### config.mk
export PLATFORM = sky130hd
export DESIGN_NAME = stack_alu
export DESIGN_NICKNAME = d
export VERILOG_FILES = /design/src/rtl/stack_alu_pkg.sv /design/src/rtl/stack_alu_iter_unit.sv /design/src/rtl/stack_alu.sv
export SDC_FILE = /design/constraint.sdc
export NUM_CORES = 1
export LEC_CHECK = 0
export CAP_MARGIN = 20
export CORE_MARGIN = 2
export CORE_UTILIZATION = 35
export DETAILED_ROUTE_END_ITERATION = 10
export GPL_TIMING_DRIVEN = 1
export SLEW_MARGIN = 20
export SYNTH_ARGS = -nofsm -noshare
export SYNTH_HDL_FRONTEND = slang
export SYNTH_HIERARCHICAL = 1
export SYNTH_SLANG_ARGS = --single-unit
### constraint.sdc
create_clock -name clk -period 5.3 [get_ports clk]
set_input_delay 1.59 -clock clk [delete_from_list [all_inputs] [get_ports clk]]
set_output_delay 1.59 -clock clk [all_outputs]
set_load 0.05 [all_outputs]
### src/rtl/stack_alu_pkg.sv
// Shared constants and types for the stack ALU: opcodes, FSM states,
// flag bit positions and the iterative-unit operation selector.
package stack_alu_pkg;

    // Binary opcodes (arg_cnt = 1)
    localparam logic [3:0] FN_ADD = 4'd0;
    localparam logic [3:0] FN_SUB = 4'd1;
    localparam logic [3:0] FN_AND = 4'd2;
    localparam logic [3:0] FN_OR  = 4'd3;
    localparam logic [3:0] FN_XOR = 4'd4;
    localparam logic [3:0] FN_SRA = 4'd5;
    localparam logic [3:0] FN_SRL = 4'd6;
    localparam logic [3:0] FN_SLL = 4'd7;
    localparam logic [3:0] FN_MUL = 4'd8;

    // Unary opcodes (arg_cnt = 0)
    localparam logic [3:0] UFN_PASS = 4'd0;
    localparam logic [3:0] UFN_NOT  = 4'd1;
    localparam logic [3:0] UFN_NEG  = 4'd2;

    // Bit positions inside the {Z,N,C,V} flag vector
    localparam int FLG_Z = 3;
    localparam int FLG_N = 2;
    localparam int FLG_C = 1;
    localparam int FLG_V = 0;

    typedef enum logic [1:0] {
        ST_IDLE = 2'd0,
        ST_ITER = 2'd1,
        ST_DONE = 2'd2
    } state_t;

    typedef enum logic [1:0] {
        IT_SRA = 2'd0,
        IT_SRL = 2'd1,
        IT_SLL = 2'd2,
        IT_MUL = 2'd3
    } iter_op_t;

endpackage

### src/rtl/stack_alu_iter_unit.sv
// Iterative datapath for shifts and multiply. The start cycle loads the
// operands and already performs the first step, so an n-step operation
// leaves o_busy high for n-1 cycles after the start edge.
module alu_iter_unit
    import stack_alu_pkg::*;
#(
    parameter int WIDTH = 8
) (
    input  logic               clk,
    input  logic               rst,
    input  logic               i_start,
    input  iter_op_t           i_op,
    input  logic [WIDTH-1:0]   i_a,
    input  logic [WIDTH-1:0]   i_b,
    output logic               o_busy,
    output logic [2*WIDTH-1:0] o_acc,
    output logic               o_carry
);

    localparam int CW = $clog2(WIDTH + 1);

    logic [2*WIDTH-1:0] r_acc;
    logic [WIDTH-1:0]   r_mcand;
    logic [CW-1:0]      r_cnt;
    iter_op_t           r_op;
    logic               r_carry;

    logic [CW-1:0]      w_n;
    iter_op_t           w_src_op;
    logic [2*WIDTH-1:0] w_src_acc;
    logic [WIDTH-1:0]   w_src_mcand;
    logic [CW-1:0]      w_src_cnt;
    logic [WIDTH-1:0]   w_lo;
    logic [WIDTH-1:0]   w_hi;
    logic [WIDTH:0]     w_sum;
    logic [2*WIDTH-1:0] w_nxt_acc;
    logic               w_nxt_carry;

    // Step count: mul always takes WIDTH steps, shifts saturate at WIDTH
    assign w_n = (i_op == IT_MUL || i_b >= WIDTH'(WIDTH)) ? CW'(WIDTH) : i_b[CW-1:0];

    // Select step source: fresh operands on start, otherwise the running state
    always_comb begin
        w_src_op    = r_op;
        w_src_acc   = r_acc;
        w_src_mcand = r_mcand;
        w_src_cnt   = r_cnt;
        if (i_start) begin
            w_src_op    = i_op;
            w_src_mcand = i_a;
            w_src_cnt   = w_n;
            w_src_acc   = (i_op == IT_MUL) ? {{WIDTH{1'b0}}, i_b} : {{WIDTH{1'b0}}, i_a};
        end
    end

    assign w_lo  = w_src_acc[WIDTH-1:0];
    assign w_hi  = w_src_acc[2*WIDTH-1:WIDTH];
    assign w_sum = {1'b0, w_hi} + (w_lo[0] ? {1'b0, w_src_mcand} : {(WIDTH+1){1'b0}});

    // One shift or shift-add step; shifts keep their value in the low half
    always_comb begin
        w_nxt_acc   = w_src_acc;
        w_nxt_carry = r_carry;
        case (w_src_op)
            IT_SRA: begin
                w_nxt_acc   = {{WIDTH{1'b0}}, w_lo[WIDTH-1], w_lo[WIDTH-1:1]};
                w_nxt_carry = w_lo[0];
            end
            IT_SRL: begin
                w_nxt_acc   = {{WIDTH{1'b0}}, 1'b0, w_lo[WIDTH-1:1]};
                w_nxt_carry = w_lo[0];
            end
            IT_SLL: begin
                w_nxt_acc   = {{WIDTH{1'b0}}, w_lo[WIDTH-2:0], 1'b0};
                w_nxt_carry = w_lo[WIDTH-1];
            end
            default: begin
                w_nxt_acc   = {w_sum, w_lo[WIDTH-1:1]};
                w_nxt_carry = 1'b0;
            end
        endcase
    end

    // Advance one step per cycle while work remains
    always_ff @(posedge clk) begin
        if (rst) begin
            r_acc   <= '0;
            r_mcand <= '0;
            r_cnt   <= '0;
            r_op    <= IT_SRA;
            r_carry <= 1'b0;
        end else if (i_start || r_cnt != '0) begin
            r_acc   <= w_nxt_acc;
            r_mcand <= w_src_mcand;
            r_cnt   <= w_src_cnt - CW'(1);
            r_op    <= w_src_op;
            r_carry <= w_nxt_carry;
        end
    end

    assign o_busy  = (r_cnt != '0);
    assign o_acc   = r_acc;
    assign o_carry = r_carry;

endmodule

### src/rtl/stack_alu.sv
// Handshaked stack ALU. Single-cycle ops are resolved at accept; shifts
// with a non-zero amount and multiply are handed to alu_iter_unit.
//
// state   | meaning
// --------+--------------------------------------------------
// IDLE    | in_ready high, waiting for an operation
// ITER    | iterative unit running a shift or multiply
// DONE    | result held on q/flags/err until out_ready
module stack_alu
    import stack_alu_pkg::*;
#(
    parameter int WIDTH  = 8,
    parameter int MUL_EN = 1
) (
    input  logic             clk,
    input  logic             rst,
    input  logic             in_valid,
    output logic             in_ready,
    input  logic [WIDTH-1:0] a,
    input  logic [WIDTH-1:0] b,
    input  logic [3:0]       fn_sel,
    input  logic             arg_cnt,
    output logic             out_valid,
    input  logic             out_ready,
    output logic [WIDTH-1:0] q,
    output logic [3:0]       flags,
    output logic             err
);

    localparam int MSB = WIDTH - 1;

    state_t           r_state;
    logic             r_in_ready;
    logic             r_out_valid;
    logic [WIDTH-1:0] r_q;
    logic [3:0]       r_flags;
    logic             r_err;
    logic             r_is_mul;

    logic [WIDTH:0]     w_sum;
    logic [WIDTH-1:0]   w_diff;
    logic [WIDTH-1:0]   w_res;
    logic               w_c;
    logic               w_v;
    logic               w_err;
    logic               w_iter;
    iter_op_t           w_it_op;
    logic [3:0]         w_flags;
    logic               w_start;
    logic               w_it_busy;
    logic [2*WIDTH-1:0] w_it_acc;
    logic               w_it_carry;
    logic [WIDTH-1:0]   w_it_q;
    logic [3:0]         w_it_flags;

    assign w_sum  = {1'b0, a} + {1'b0, b};
    assign w_diff = a - b;

    // Decode the presented operation into a one-cycle result or an iterative start
    always_comb begin
        w_res   = '0;
        w_c     = 1'b0;
        w_v     = 1'b0;
        w_err   = 1'b0;
        w_iter  = 1'b0;
        w_it_op = IT_SRA;
        if (arg_cnt) begin
            case (fn_sel)
                FN_ADD: begin
                    w_res = w_sum[WIDTH-1:0];
                    w_c   = w_sum[WIDTH];
                    w_v   = (a[MSB] == b[MSB]) && (w_sum[MSB] != a[MSB]);
                end
                FN_SUB: begin
                    w_res = w_diff;
                    w_c   = (a >= b);
                    w_v   = (a[MSB] != b[MSB]) && (w_diff[MSB] != a[MSB]);
                end
                FN_AND: w_res = a & b;
                FN_OR:  w_res = a | b;
                FN_XOR: w_res = a ^ b;
                FN_SRA, FN_SRL, FN_SLL: begin
                    // A zero shift amount passes a through without entering ITER
                    if (b == '0) begin
                        w_res = a;
                    end else begin
                        w_iter  = 1'b1;
                        w_it_op = (fn_sel == FN_SRA) ? IT_SRA :
                                  (fn_sel == FN_SRL) ? IT_SRL : IT_SLL;
                    end
                end
                FN_MUL: begin
                    if (MUL_EN != 0) begin
                        w_iter  = 1'b1;
                        w_it_op = IT_MUL;
                    end else begin
                        w_err = 1'b1;
                    end
                end
                default: w_err = 1'b1;
            endcase
        end else begin
            case (fn_sel)
                UFN_PASS: w_res = a;
                UFN_NOT:  w_res = ~a;
                UFN_NEG: begin
                    w_res = '0 - a;
                    w_v   = (a == {1'b1, {(WIDTH-1){1'b0}}});
                end
                default: w_err = 1'b1;
            endcase
        end
    end

    assign w_flags = w_err ? 4'b0000 : {(w_res == '0), w_res[MSB], w_c, w_v};

    assign w_start = (r_state == ST_IDLE) && in_valid && w_iter;

    alu_iter_unit #(
        .WIDTH (WIDTH)
    ) u_iter (
        .clk     (clk),
        .rst     (rst),
        .i_start (w_start),
        .i_op    (w_it_op),
        .i_a     (a),
        .i_b     (b),
        .o_busy  (w_it_busy),
        .o_acc   (w_it_acc),
        .o_carry (w_it_carry)
    );

    assign w_it_q     = w_it_acc[WIDTH-1:0];
    assign w_it_flags = {(w_it_q == '0), w_it_q[MSB],
                         r_is_mul ? (w_it_acc[2*WIDTH-1:WIDTH] != '0) : w_it_carry,
                         1'b0};

    // Control FSM with registered handshake and result outputs
    always_ff @(posedge clk) begin
        if (rst) begin
            r_state     <= ST_IDLE;
            r_in_ready  <= 1'b1;
            r_out_valid <= 1'b0;
            r_q         <= '0;
            r_flags     <= '0;
            r_err       <= 1'b0;
            r_is_mul    <= 1'b0;
        end else begin
            case (r_state)
                ST_IDLE: begin
                    if (in_valid) begin
                        r_in_ready <= 1'b0;
                        if (w_iter) begin
                            r_state  <= ST_ITER;
                            r_is_mul <= (w_it_op == IT_MUL);
                        end else begin
                            r_state     <= ST_DONE;
                            r_out_valid <= 1'b1;
                            r_q         <= w_res;
                            r_flags     <= w_flags;
                            r_err       <= w_err;
                        end
                    end
                end
                ST_ITER: begin
                    if (!w_it_busy) begin
                        r_state     <= ST_DONE;
                        r_out_valid <= 1'b1;
                        r_q         <= w_it_q;
                        r_flags     <= w_it_flags;
                        r_err       <= 1'b0;
                    end
                end
                ST_DONE: begin
                    if (out_ready) begin
                        r_state     <= ST_IDLE;
                        r_out_valid <= 1'b0;
                        r_in_ready  <= 1'b1;
                    end
                end
                default: begin
                    r_state     <= ST_IDLE;
                    r_out_valid <= 1'b0;
                    r_in_ready  <= 1'b1;
                end
            endcase
        end
    end

    assign in_ready  = r_in_ready;
    assign out_valid = r_out_valid;
    assign q         = r_q;
    assign flags     = r_flags;
    assign err       = r_err;

endmodule

* Word-level counts from Yosys, hierarchy flattened
Index checks and enable logic that the tools add are counted.
** Storage, ports and cells
- Input port bits :: 25
- Output and inout port bits :: 15
- Register bits :: 49
- Word-level logic and storage cells :: 126
** Operators by class
- Add/sub/neg operators :: 5
- Bitwise operators :: 5
- Eq/ne operators :: 22
- Reduce and logical (&&, ||, !) cells :: 24
- $lt $le $gt $ge :: 2
- Muxes and demuxes :: 56
** Operators with widths (count)
- 8-bit 2-to-1 mux :: 8
- 16-bit case mux with 3 select lines :: 1
- 8-bit case mux with 6 select lines :: 1
- 8-bit logical NOT :: 3
- 4-bit 2-to-1 mux :: 6
- 8-bit case mux with 3 select lines :: 1
- 1-bit 2-to-1 mux :: 18
- 2-bit 2-to-1 mux :: 9
- 4-bit by 3-bit == test with 1-bit output (second input constant) :: 4
- 16-bit 2-to-1 mux :: 1
- 8-bit case mux with 2 select lines :: 1
- 1-bit case mux with 2 select lines :: 5
- 8-bit by 8-bit adder with 9-bit output :: 1
- 8-bit by 9-bit adder with 9-bit output :: 1
- 3-bit AND reduction :: 3
- 9-bit OR reduction :: 1
- 8-bit bitwise AND :: 1
- 4-bit by 2-bit == test with 1-bit output (second input constant) :: 2
- 8-bit == test (second input constant) :: 1
- 8-bit by 4-bit greater-or-equal comparator with 1-bit output (second input constant) :: 1
- 8-bit greater-or-equal comparator :: 1
- 2-bit inequality test (second input constant) :: 4
- 8-bit inverter :: 1
- 8-bit bitwise OR :: 1
- 25 further kinds :: 38

* Longest topological paths before layout
Gate-level depths: netlist of run 1.
- Word-level depth :: 12
- Gate-level depth with buffers :: 18

* By module
The synthesis of run 1 kept the hierarchy.
** By module, submodules not included
- stack_alu :: seq. area each 360.3 µm², area each 2738.9 µm², cells each 382, times used 1
- alu_iter_unit :: seq. area each 620.6 µm², area each 1865.5 µm², cells each 219, times used 1

* Worst setup path before layout of run 1
No wires, ideal clock.
- Path kind :: input-to-reg
- From :: in fn_sel[2]
- To :: reg u_iter.r_acc[15] (netlist: u_iter/o_acc[15])
- Required time :: 5163 ps
- Data arrival time :: 4744 ps
- Stages :: 18
- Slack :: 420 ps
- Cell sequence :: buf_2 inv_2 a2111oi_0 o21ai_1 nor3_1 buf_2 buf_2 buf_2 mux2i_1 nor2_1 ha_1 inv_1 fa_1 nor2b_1 o31a_1 o211a_1 o21ai_0 a21oi_1
** Between the ends
- Elaborated cells between the ends (all ways) :: 25
- Classes of those cells :: 1 x add/sub; 7 x eq/ne; 13 x mux; 4 x reduce/logical
** RTL lines
- start: declaration :: RTL line stack_alu.sv:21 : input logic [3:0] fn_sel,
- 4-bit by 3-bit == test with 1-bit output :: RTL line stack_alu.sv:68 : case (fn_sel)
- 3-bit OR reduction :: RTL line stack_alu.sv:68
- 1-bit case mux with 2 select lines * :: RTL line stack_alu.sv:68
- 1-bit 2-to-1 mux * :: RTL line stack_alu.sv:67 : if (arg_cnt) begin
- 1-bit logical AND * :: RTL line stack_alu.sv:117 : assign w_start = (r_state == ST_IDLE) && in_valid && w_iter;
- named net w_start :: RTL line stack_alu.sv:49 : logic w_start;
- 8-bit 2-to-1 mux / 16-bit 2-to-1 mux (equally long branches) :: RTL line stack_alu_iter_unit.sv:48 : if (i_start) begin
- 8-bit 2-to-1 mux :: RTL line stack_alu_iter_unit.sv:58 : assign w_sum = {1'b0, w_hi} + (w_lo[0] ? {1'b0, w_src_mcand} : {(WIDTH+1){1'b0}});
- 8-bit by 9-bit adder with 9-bit output :: RTL line stack_alu_iter_unit.sv:58
- 16-bit case mux with 3 select lines :: RTL line stack_alu_iter_unit.sv:64 : case (w_src_op)
- end signal: assignment :: RTL line stack_alu_iter_unit.sv:93 : r_acc <= w_nxt_acc;
- end: declaration :: RTL line stack_alu_iter_unit.sv:22 : logic [2*WIDTH-1:0] r_acc;
Mark *: on every way through the listed nets, which the timed path passes. The rest lies on a longest branch.
A chain may end at the register's enable or synchronous reset.

* Worst setup path after layout of run 1
- From :: in b[3]
- To :: reg u_iter.r_acc[14] (netlist: u_iter/o_acc[14])
** Between the ends
- Elaborated cells between the ends (all ways) :: 20
- Classes of those cells :: 1 x add/sub; 3 x eq/ne; 12 x mux; 4 x reduce/logical
** RTL lines
- start: declaration :: RTL line stack_alu.sv:20 : input logic [WIDTH-1:0] b,
- 8-bit logical NOT * :: RTL line stack_alu.sv:84 : if (b == '0) begin
- 1-bit 2-to-1 mux * :: RTL line stack_alu.sv:84
- 1-bit case mux with 2 select lines * :: RTL line stack_alu.sv:68
- 1-bit 2-to-1 mux * :: RTL line stack_alu.sv:67
- 1-bit logical AND * :: RTL line stack_alu.sv:117
- named net w_start :: RTL line stack_alu.sv:49
- 8-bit 2-to-1 mux / 16-bit 2-to-1 mux (equally long branches) :: RTL line stack_alu_iter_unit.sv:48
- 8-bit 2-to-1 mux :: RTL line stack_alu_iter_unit.sv:58
- 8-bit by 9-bit adder with 9-bit output :: RTL line stack_alu_iter_unit.sv:58
- 16-bit case mux with 3 select lines :: RTL line stack_alu_iter_unit.sv:64
Marks and branches as above.

==> qor.csv, run 1 <==
metric;value;unit
seq_power_share;32.0;%
synthSimpleGateAreaFrac;26.93;%
yosys_warnings;6;
worstMarginPinSlew;0.5841;ns
p_comb_share;41.8;%
synth_cells;601;
dieArea;14090;um2
synth_xor_area_share;3.614;%
grt_max_degree;47;
fp.coreArea;12720;um2
totalWireLength;14830;um
irDropWorstVdd;0.0001844;V
setup_viol;0;
cp_cell_sequence;clkdlybuf4s50_1, nor4_2, a2111oi_0, o21ai_1, buf_4, nor3_2, buf_4, nor2_1, a31o_1, or2_1, inv_1, ha_1, a211oi_1, o21ai_0, o31ai_1, xor2_1, o21ai_0;
critPathMaxFanout;13;
cts-root-buf;clkbuf_16;
fmaxAchievable;195.7;MHz
p_int;0.8781;mW
status;complete, no violations;
synth_top_family_by_area;simple AND/OR/NAND/NOR gates;
cp.required;5.47;ns
synth.distinct_cells;80;
cts_max_level;2;
dr.pass1.iters;7;
leakage;2.212;nW
tritoncts;built;
grt_overflow;0;
portBuffers;39;
async_flop_share;0;%
wl_per_cell;18.05;um
diodes;0;
reg2reg_to;u_iter/o_acc[14]$_SDFFE_PP0P_;
yosys-top-cells-count;nor2_1 (76), dfxtp_1 (49), a21oi_1 (42);
yosysSeqAreaShare;21.30;%
hpwl;11390;um
ys_ff_latch;49;
post-synth-top-count-cell;nor2_1;
p_per_area;257.4;nW/um2
postSynthAreaPerCell;7.661;um2
synth_fp_nets;664;
cts_buffer_depth;2;
yosysTopAreaCellShare;21.30;%
pwr-share-clk;26.3;%
io_pins;40;
critPathLaunchType;input pin;
multi_input_area;3311;um2
switching_share;37.85;%
track_usage;20.81;%
reg2reg_from;r_state[0]$_SDFFE_PP0P_;
dieHeight;118.7;um
drive_gt1_share;10.92;%
syn_to_final_growth;19.24;%
pre_cts_slack;-0.09164;ns
finalSetupTns;0;ns
max_stage_delay;0.56;ns
remaining_drc_errors;0;
cts_resized;0;
globalplace.congestion;0.9058;
grt_pass1_wl;23760;um
layout_min_cycle_time;5.110;ns
muxShareOfSynthArea;5.353;%
die_w;118.7;um
insertion_delay;0.29;ns
n_fill_cell;1315;
syn_area;4604;um2
ys_top_cells_by_area;dfxtp_1 (21%), ha_1 (9.5%), nor2_1 (6.2%);
vias_per_cell;5.729;
maxSlewViolCount;0;
skew;0.005378;ns
nNetsFinal;712;
reg2reg_depth;14;
grt_pass1_vias;4485;
rows;41;
post_cts_buffers;0;
cp-endpoint;u_iter/o_acc[14]$_SDFFE_PP0P_;
path_class;input pin to flip-flop;
synth-edff-count;0;
arrival;5.28;ns
relSlewSlack;60.76;%
critPathLaunch;b[3];
start_util;36.19;%
layout_worst_path_cycle_share;96.41;%
yosysTopAreaCell;dfxtp_1;
endpoint_kind;flip-flop;
p_total;1.413;mW
hp-class;flip-flop to flip-flop;
clk_pin_slew;0.06;ns
hold_violations;0;
ctsHoldBuffers;0;
r2r_slack;2.06;ns
route.vias.total;4709;
synth_adder_area_share;10.82;%
seq_area;980.9;um2
hold_ws;0.4520;ns
drt_iter0_markers;369;
numCtsBuffers;5;
holdPathStages;2;
maxCapViolations;0;
fin_ws;0.1901;ns
antenna_left;0;
p_sw;0.5349;mW
synth_compound_area_share;24.95;%
critPathSlowestCell;clkdlybuf4s50_1;
antenna_found_initial;0;
clock-sinks;49;
synth_flop_cell;dfxtp_1;
[cells in the final DEF (no fill, tap or decap), types with 7 or more instances in the layout]
cell type        instances
o21ai_0                 21
nor3_1                  25
nor2b_1                 20
nand2_1                 41
a31oi_1                  9
xnor2_1                 14
ha_1                    35
nor4_1                   7
inv_1                   30
nor2_1                  76
nand3_1                  8
clkdlybuf4s50_1         39
a211oi_1                10
dfxtp_1                 49
mux2i_1                 22
a21oi_1                 42
nand2b_1                 9
buf_4                   40
a22oi_1                  7
[sequential cells by signal, indices dropped and copies added, names as in the netlist]
| signal | flops |
|---|---|
| err | 1 |
| flags | 4 |
| in_ready | 1 |
| out_valid | 1 |
| q | 8 |
| r_is_mul | 1 |
| r_state | 2 |
| u_iter/o_acc | 16 |
| u_iter/o_carry | 1 |
| u_iter/r_cnt | 4 |
| u_iter/r_mcand | 8 |
| u_iter/r_op | 2 |
[final cells by class]
type                       instances  share of cell area, %
clock buffer                       7                  2.598
clock inverter                     1                 0.5469
inverter                          32                  2.188
multi-input combinational        482                  60.30
sequential                        49                  17.87
tap                              172                  3.920
timing repair buffer              79                  12.58
[worst min-delay path by stage]
stage | end | start
CTS | err$_SDFFE_PP0P_ | err$_SDFFE_PP0P_
floorplan | u_iter/o_acc[15]$_SDFFE_PP0P_ | u_iter/o_acc[15]$_SDFFE_PP0P_
global route | q[4]$_SDFFE_PP0P_ | q[4]$_SDFFE_PP0P_
finish | err$_SDFFE_PP0P_ | err$_SDFFE_PP0P_
detailed placement | err$_SDFFE_PP0P_ | err$_SDFFE_PP0P_
global placement | err$_SDFFE_PP0P_ | err$_SDFFE_PP0P_
[critical path, delay by kind of cell]
family / cells / cell delay [ns]
adder cells (fa/ha/maj): 1 / 0.23
AO/OA/AOI/OAI: 7 / 1.69
AND/OR/NAND/NOR: 4 / 0.58
XOR/XNOR: 1 / 0.17
buffers and inverters: 4 / 1.03
[power groups by stage]
stage	sequential, mW	combinational (mW)	clock, mW
6_report	0.452	0.590	0.371
5_1_grt	0.457	0.648	0.393
4_1_cts	0.451	0.584	0.376
3_5_place_dp	0.459	0.581	0
3_3_place_gp	0.458	0.575	0
2_1_floorplan	0.472	0.401	0
[metrics by stage]
step           instances  utilization (%)  area (um2)
6_report             822            43.16        5490
5_1_grt              822            43.16        5490
4_1_cts              822            43.11        5484
3_5_place_dp         814            41.75        5311
3_3_place_gp         814            41.75        5311
2_1_floorplan        601                -        4604
[per-layer routing]
layer | wire [um] | track usage [%] | vias to the layer above
met5 | 0 | 0 | -
met4 | 440 | 6.473 | 0
met3 | 1309 | 5.019 | 31
met2 | 6409 | 31.39 | 211
met1 | 6675 | 29.09 | 2199
li1 | - | - | 2268
[kinds of logic (layout without fill, tap and decap cells)]
family,Yosys count,count (layout)
and+or+nand+nor,236,236
AOI/OAI and AO/OA,165,165
buffers and inverters,70,119
DFF,49,49
adders and majority gates,38,38
muxes,24,24
xor gates and xnor gates,19,19
Power figures use the tool's default switching activity.
==> run 2, diff against run 1 <==
GPL_ROUTABILITY_DRIVEN = 0   (was not set)
==> run 2 against run 1 <==
Compared with the run above:
- power is 0.26% higher
- first-iteration DRC count grew 6.0%
- via count is 0.76% lower
- worst hold slack worse by 0.0021 ns
- sequential share of layout area about the same
- die area stayed put
- maximum frequency grew 1.5%
- final cell count decreased by 0.12%
- core utilization decreased by 0.079 points
- non-clock buffer count shrank 1
- critical endpoint is now u_iter/o_acc[15]$_SDFFE_PP0P_
==> qor.csv, run 2 (same netlist as run 1, synthesis figures left out) <==
metric;value;unit;change
die_w;118.7;um;unchanged
ctsHoldBuffers;0;;unchanged
hold_violations;0;;unchanged
layout_worst_path_cycle_share;95.03;%;-1.4 points
critPathLaunchType;input pin;;
rsz0062_at_grt;no;;
rows;41;;unchanged
clock-sinks;49;;unchanged
tritoncts;built;;
start_util;36.19;%;unchanged
clk_pin_slew;0.06;ns;about the same
n_fill_cell;1307;;-0.61%
p_sw;0.5406;mW;+1.1%
nNetsFinal;711;;-0.14%
critPathMaxFanout;7;;-6
portBuffers;39;;unchanged
p_total;1.417;mW;+0.26%
syn_to_final_growth;19.02;%;
fp.coreArea;12720;um2;unchanged
vias_per_cell;5.692;;-0.64%
grt_pass1_wl;23490;um;-1.2%
final_core_util;43.08;%;-0.079 points
route.vias.total;4673;;-0.76%
totalWireLength;14640;um;-1.3%
pre_cts_slack;0.02067;ns;+0.1123 ns
largest_reg_flops;16;;unchanged
cts_resized;0;;unchanged
fmaxAchievable;198.6;MHz;+1.5%
dieArea;14090;um2;unchanged
seq_power_share;31.8;%;-0.2 points
grt_overflow;0;;unchanged
dieHeight;118.7;um;unchanged
final_cell_mix;nor2_1 (76), dfxtp_1 (49), a21oi_1 (42);;
post_cts_buffers;0;;unchanged
grt_pass1_vias;4503;;+0.40%
irDropWorstVdd;0.0001217;V;-34%
path_class;input pin to flip-flop;;
wl_per_cell;17.83;um;-1.2%
maxSlewViolCount;0;;unchanged
setup_viol;0;;unchanged
relSlewSlack;53.46;%;-7.3 points
cp.required;5.52;ns;+0.05 ns
antenna_found_initial;0;;unchanged
worstMarginPinSlew;0.6956;ns;+0.1115 ns
track_usage;20.52;%;-0.29 points
p_comb_share;41.9;%;about the same
dp.cells;813;;-0.12%
p_per_area;258.5;nW/um2;+0.44%
hp-class;flip-flop to flip-flop;;
io_pins;40;;unchanged
switching_share;38.16;%;+0.31 points
cts-root-buf;clkbuf_16;;
final_cell_area;5480;um2;-0.18%
cts_buffer_depth;2;;unchanged
insertion_delay;0.29;ns;about the same
endpoint_kind;flip-flop;;
status;complete, no violations;;
p_int;0.8760;mW;-0.24%
grt_max_degree;47;;unchanged
dr.pass1.iters;5;;-2
drive_gt1_share;10.79;%;-0.14 points
leakage;2.206;nW;-0.26%
placed_cell_area;5304;um2;-0.14%
remaining_drc_errors;0;;unchanged
skew;0.005063;ns;-0.0003151 ns
arrival;5.26;ns;-0.02 ns
layout_min_cycle_time;5.036;ns;-0.07360 ns
diodes;0;;unchanged
finalSetupTns;0;ns;unchanged
antenna_left;0;;unchanged
layout_commonest_cell;nor2_1;;
maxCapViolations;0;;unchanged
fin_ws;0.2637;ns;+0.07360 ns
drt_iter0_markers;391;;+6.0%
hold_ws;0.4499;ns;-0.002131 ns
stdcell_count;821;;-0.12%
pwr-share-clk;26.3;%;about the same
numCtsBuffers;5;;unchanged
cts_max_level;2;;unchanged
hpwl;11180;um;-1.8%
run 2: cell count changes in the layout (fill, tap and decap cells not counted), sizes merged:
cell,previous run,this run
buf,40,39
clkbuf,7,6
clkinvlp,0,1
run 2: worst paths after layout:
| check | startpoint | endpoint | slack [ns] | cells past startpoint |
|---|---|---|---|---|
| setup / recovery | b[0] | u_iter/o_acc[15]$_SDFFE_PP0P_ | 0.26 | 17 |
| setup reg to reg | r_state[0]$_SDFFE_PP0P_ | u_iter/o_acc[15]$_SDFFE_PP0P_ | 2.15 | 15 |
| hold reg to reg | err$_SDFFE_PP0P_ | err$_SDFFE_PP0P_ | 0.45 | 2 |
| hold / removal | err$_SDFFE_PP0P_ | err$_SDFFE_PP0P_ | 0.45 | 2 |
run 2: per-layer routing:
layer	track usage, %	part of all wire (%)
met5	0	0
met4	5.729	2.8
met1	28.18	47
met3	3.137	6.0
met2	33.26	44
run 2: final cells by class:
class / count / area, um2 / share of cell area [%]
Clock inverter: 2 / 37.54 / 0.6849
Tap cell: 172 / 215.2 / 3.927
Inverter: 32 / 120.1 / 2.192
Multi-Input combinational cell: 482 / 3304 / 60.30
Timing Repair Buffer: 78 / 683.2 / 12.47
Clock buffer: 6 / 138.9 / 2.534
Sequential cell: 49 / 980.9 / 17.90
run 2: worst max-delay path: stages:
cell and delay (ns):
clkdlybuf4s50_1 0.43, nor4_1 0.57, a2111oi_0 0.22, o21ai_1 0.24, buf_4 0.17, nor3_2 0.05
buf_4 0.17, a31o_1 0.22, nor2_1 0.13, ha_1 0.19, inv_1 0.06, fa_1 0.45
nor2b_1 0.18, o31a_1 0.20, o211a_1 0.16, o21ai_0 0.07, a21oi_1 0.16
run 2: power groups by stage:
stage | Sequential [mW] | Combinational, mW | Clock [mW]
after detailed placement | 0.458 | 0.581 | 0
after floorplan | 0.472 | 0.401 | 0
after CTS | 0.449 | 0.584 | 0.381
after global placement | 0.457 | 0.572 | 0
after global routing | 0.456 | 0.649 | 0.396
final | 0.451 | 0.593 | 0.372
==> run 3, diff against run 2 <==
CORE_ASPECT_RATIO = 0.6   (was not set)
==> run 3 against run 2 <==
Compared with the run above:
- critical path depth is 1 lower
- flip-flop and latch count stayed put
- sequential power is essentially flat
- final cell count up 0.49%
- register-to-register slack worse by 0.07 ns
- sequential share of layout area fell by 0.20 points
- die area is 0.22% higher
- combinational power hardly changed
- via count increased by 4.0%
==> qor.csv, run 3 (same netlist as run 1, synthesis figures left out) <==
metric;value;unit;change
status;complete, no violations;;
drive_gt1_share;12.06;%;+1.3 points
n_fill_cell;1297;;-0.77%
final_cell_mix;nor2_1 (76), dfxtp_1 (49), buf_4 (44);;
hpwl;12130;um;+8.5%
endpoint_kind;flip-flop;;
antenna_found_initial;0;;unchanged
hold_violations;0;;unchanged
reg2reg_from;r_state[0]$_SDFFE_PP0P_;;
grt_pass1_wl;23960;um;+2.0%
drt_iter0_markers;596;;+52%
maxSlewViolCount;0;;unchanged
r2r_slack;2.08;ns;-0.07 ns
pre_cts_slack;-0.2496;ns;-0.2702 ns
wl_per_cell;18.42;um;+3.3%
reg2reg_depth;14;;-1
nNetsFinal;717;;+0.84%
layout_min_cycle_time;5.053;ns;+0.01667 ns
leakage;2.243;nW;+1.6%
numCtsBuffers;5;;unchanged
critPathLaunch;b[0];;
setup_viol;0;;unchanged
arrival;5.27;ns;about the same
rsz0062_at_grt;no;;
p_per_area;250.1;nW/um2;-3.3%
vias_per_cell;5.888;;+3.5%
layout_worst_path_cycle_share;95.34;%;+0.31 points
dieArea;14120;um2;+0.22%
cts_buffer_depth;2;;unchanged
dr.pass1.iters;6;;+1
track_usage;21.33;%;+0.80 points
totalWireLength;15200;um;+3.8%
fmaxAchievable;197.9;MHz;-0.33%
path_class;input pin to flip-flop;;
die_w;152.1;um;+28%
start_util;35.83;%;-0.37 points
layout_commonest_cell;nor2_1;;
grt_overflow;0;;unchanged
critPathLaunchType;input pin;;
dieHeight;92.85;um;-22%
cp.required;5.51;ns;about the same
holdPathStages;2;;unchanged
holdPathEnd;q[0]$_SDFFE_PP0P_;;
grt_max_degree;48;;+2.1%
route.vias.total;4858;;+4.0%
io_pins;40;;unchanged
dp.cells;813;;unchanged
hp-start;q[0]$_SDFFE_PP0P_;;
hp-class;flip-flop to flip-flop;;
insertion_delay;0.29;ns;about the same
cts_max_level;2;;unchanged
portBuffers;39;;unchanged
largest_reg_flops;16;;unchanged
syn_to_final_growth;20.38;%;
grt_pass1_vias;4383;;-2.7%
rows;32;;-22%
relSlewSlack;33.19;%;-20 points
tritoncts;built;;
fp.coreArea;12850;um2;+1.0%
irDropWorstVdd;0.0001792;V;+47%
diodes;0;;unchanged
stdcell_count;825;;+0.49%
clock-sinks;49;;unchanged
skew;0.008814;ns;+0.003750 ns
remaining_drc_errors;0;;unchanged
maxCapViolations;0;;unchanged
reg2reg_to;u_iter/o_acc[13]$_SDFFE_PP0P_;;
antenna_left;0;;unchanged
critPathMaxFanout;4;;-3
clk_pin_slew;0.06;ns;about the same
fin_ws;0.2470;ns;-0.01667 ns
worstMarginPinSlew;0.9769;ns;+0.2813 ns
cts-root-buf;clkbuf_16;;
-- run 3: critical path: stages --
cell and delay (ns):
clkdlybuf4s50_1 0.46, nor4_4 0.42, a2111oi_0 0.17, o21ai_1 0.38, nor2_1 0.12, a21bo_2 0.23, a31o_1 0.25, nor2_1 0.13
ha_1 0.18, inv_1 0.06, fa_1 0.45, nor2b_1 0.18, o31a_1 0.21, o22ai_1 0.13, xor2_1 0.16, o21ai_0 0.14
-- run 3: per-stage QoR --
step	util, %	TNS, ns	power (mW)	area (um2)	hold WS, ns
final	43.13	0	1.386	5543	0.4509
after global placement	41.33	-0.2386	1.025	5311	0.4397
after floorplan	-	0	0.8730	4604	0.4405
after detailed placement	41.33	-0.8406	1.034	5311	0.4477
after global routing	43.13	0	1.469	5543	0.4778
after CTS	42.58	0	1.378	5473	0.4565
-- run 3: worst max-delay path by stage --
| stage | to | slack (ns) | cells past startpoint |
|---|---|---|---|
| 4_1_cts | u_iter/o_acc[13]$_SDFFE_PP0P_ | 0.04 | 16 |
| 3_5_place_dp | u_iter/o_acc[13]$_SDFFE_PP0P_ | -0.25 | 16 |
| 6_report | u_iter/o_acc[13]$_SDFFE_PP0P_ | 0.25 | 16 |
| 2_1_floorplan | u_iter/o_acc[15]$_SDFFE_PP0P_ | 0.42 | 18 |
| 3_3_place_gp | u_iter/o_acc[13]$_SDFFE_PP0P_ | -0.07 | 16 |
| 5_1_grt | u_iter/o_acc[13]$_SDFFE_PP0P_ | 0.09 | 16 |
-- run 3: area by class of cell --
class	count	area [um2]	share of cell area, %
clock inverters	1	8.758	0.1580
clock buffers	7	152.6	2.754
repair buffers	84	735.7	13.27
multi-input cells	482	3332	60.11
well taps	170	212.7	3.837
inverters	32	120.1	2.167
flip-flops and latches	49	980.9	17.70
-- run 3: layer usage --
| metal | wire [um] | vias up | global-route usage [%] |
|---|---|---|---|
| met4 | 121 | 0 | 3.037 |
| met3 | 1616 | 12 | 6.458 |
| met5 | 0 | - | 0 |
| met2 | 5746 | 241 | 28.90 |
| met1 | 7712 | 2310 | 32.91 |
| li1 | - | 2295 | - |
-- run 3: power by group --
group	internal [mW]	switching [mW]
Clock	0.203	0.141
Combinational	0.225	0.365
Sequential	0.412	0.0410
-- run 3: what timing repair did --
item	CTS	global route
buffers inserted	0	4
hold buffers	0	0
setup endpoints to repair	0	6
gates resized for setup	0	4
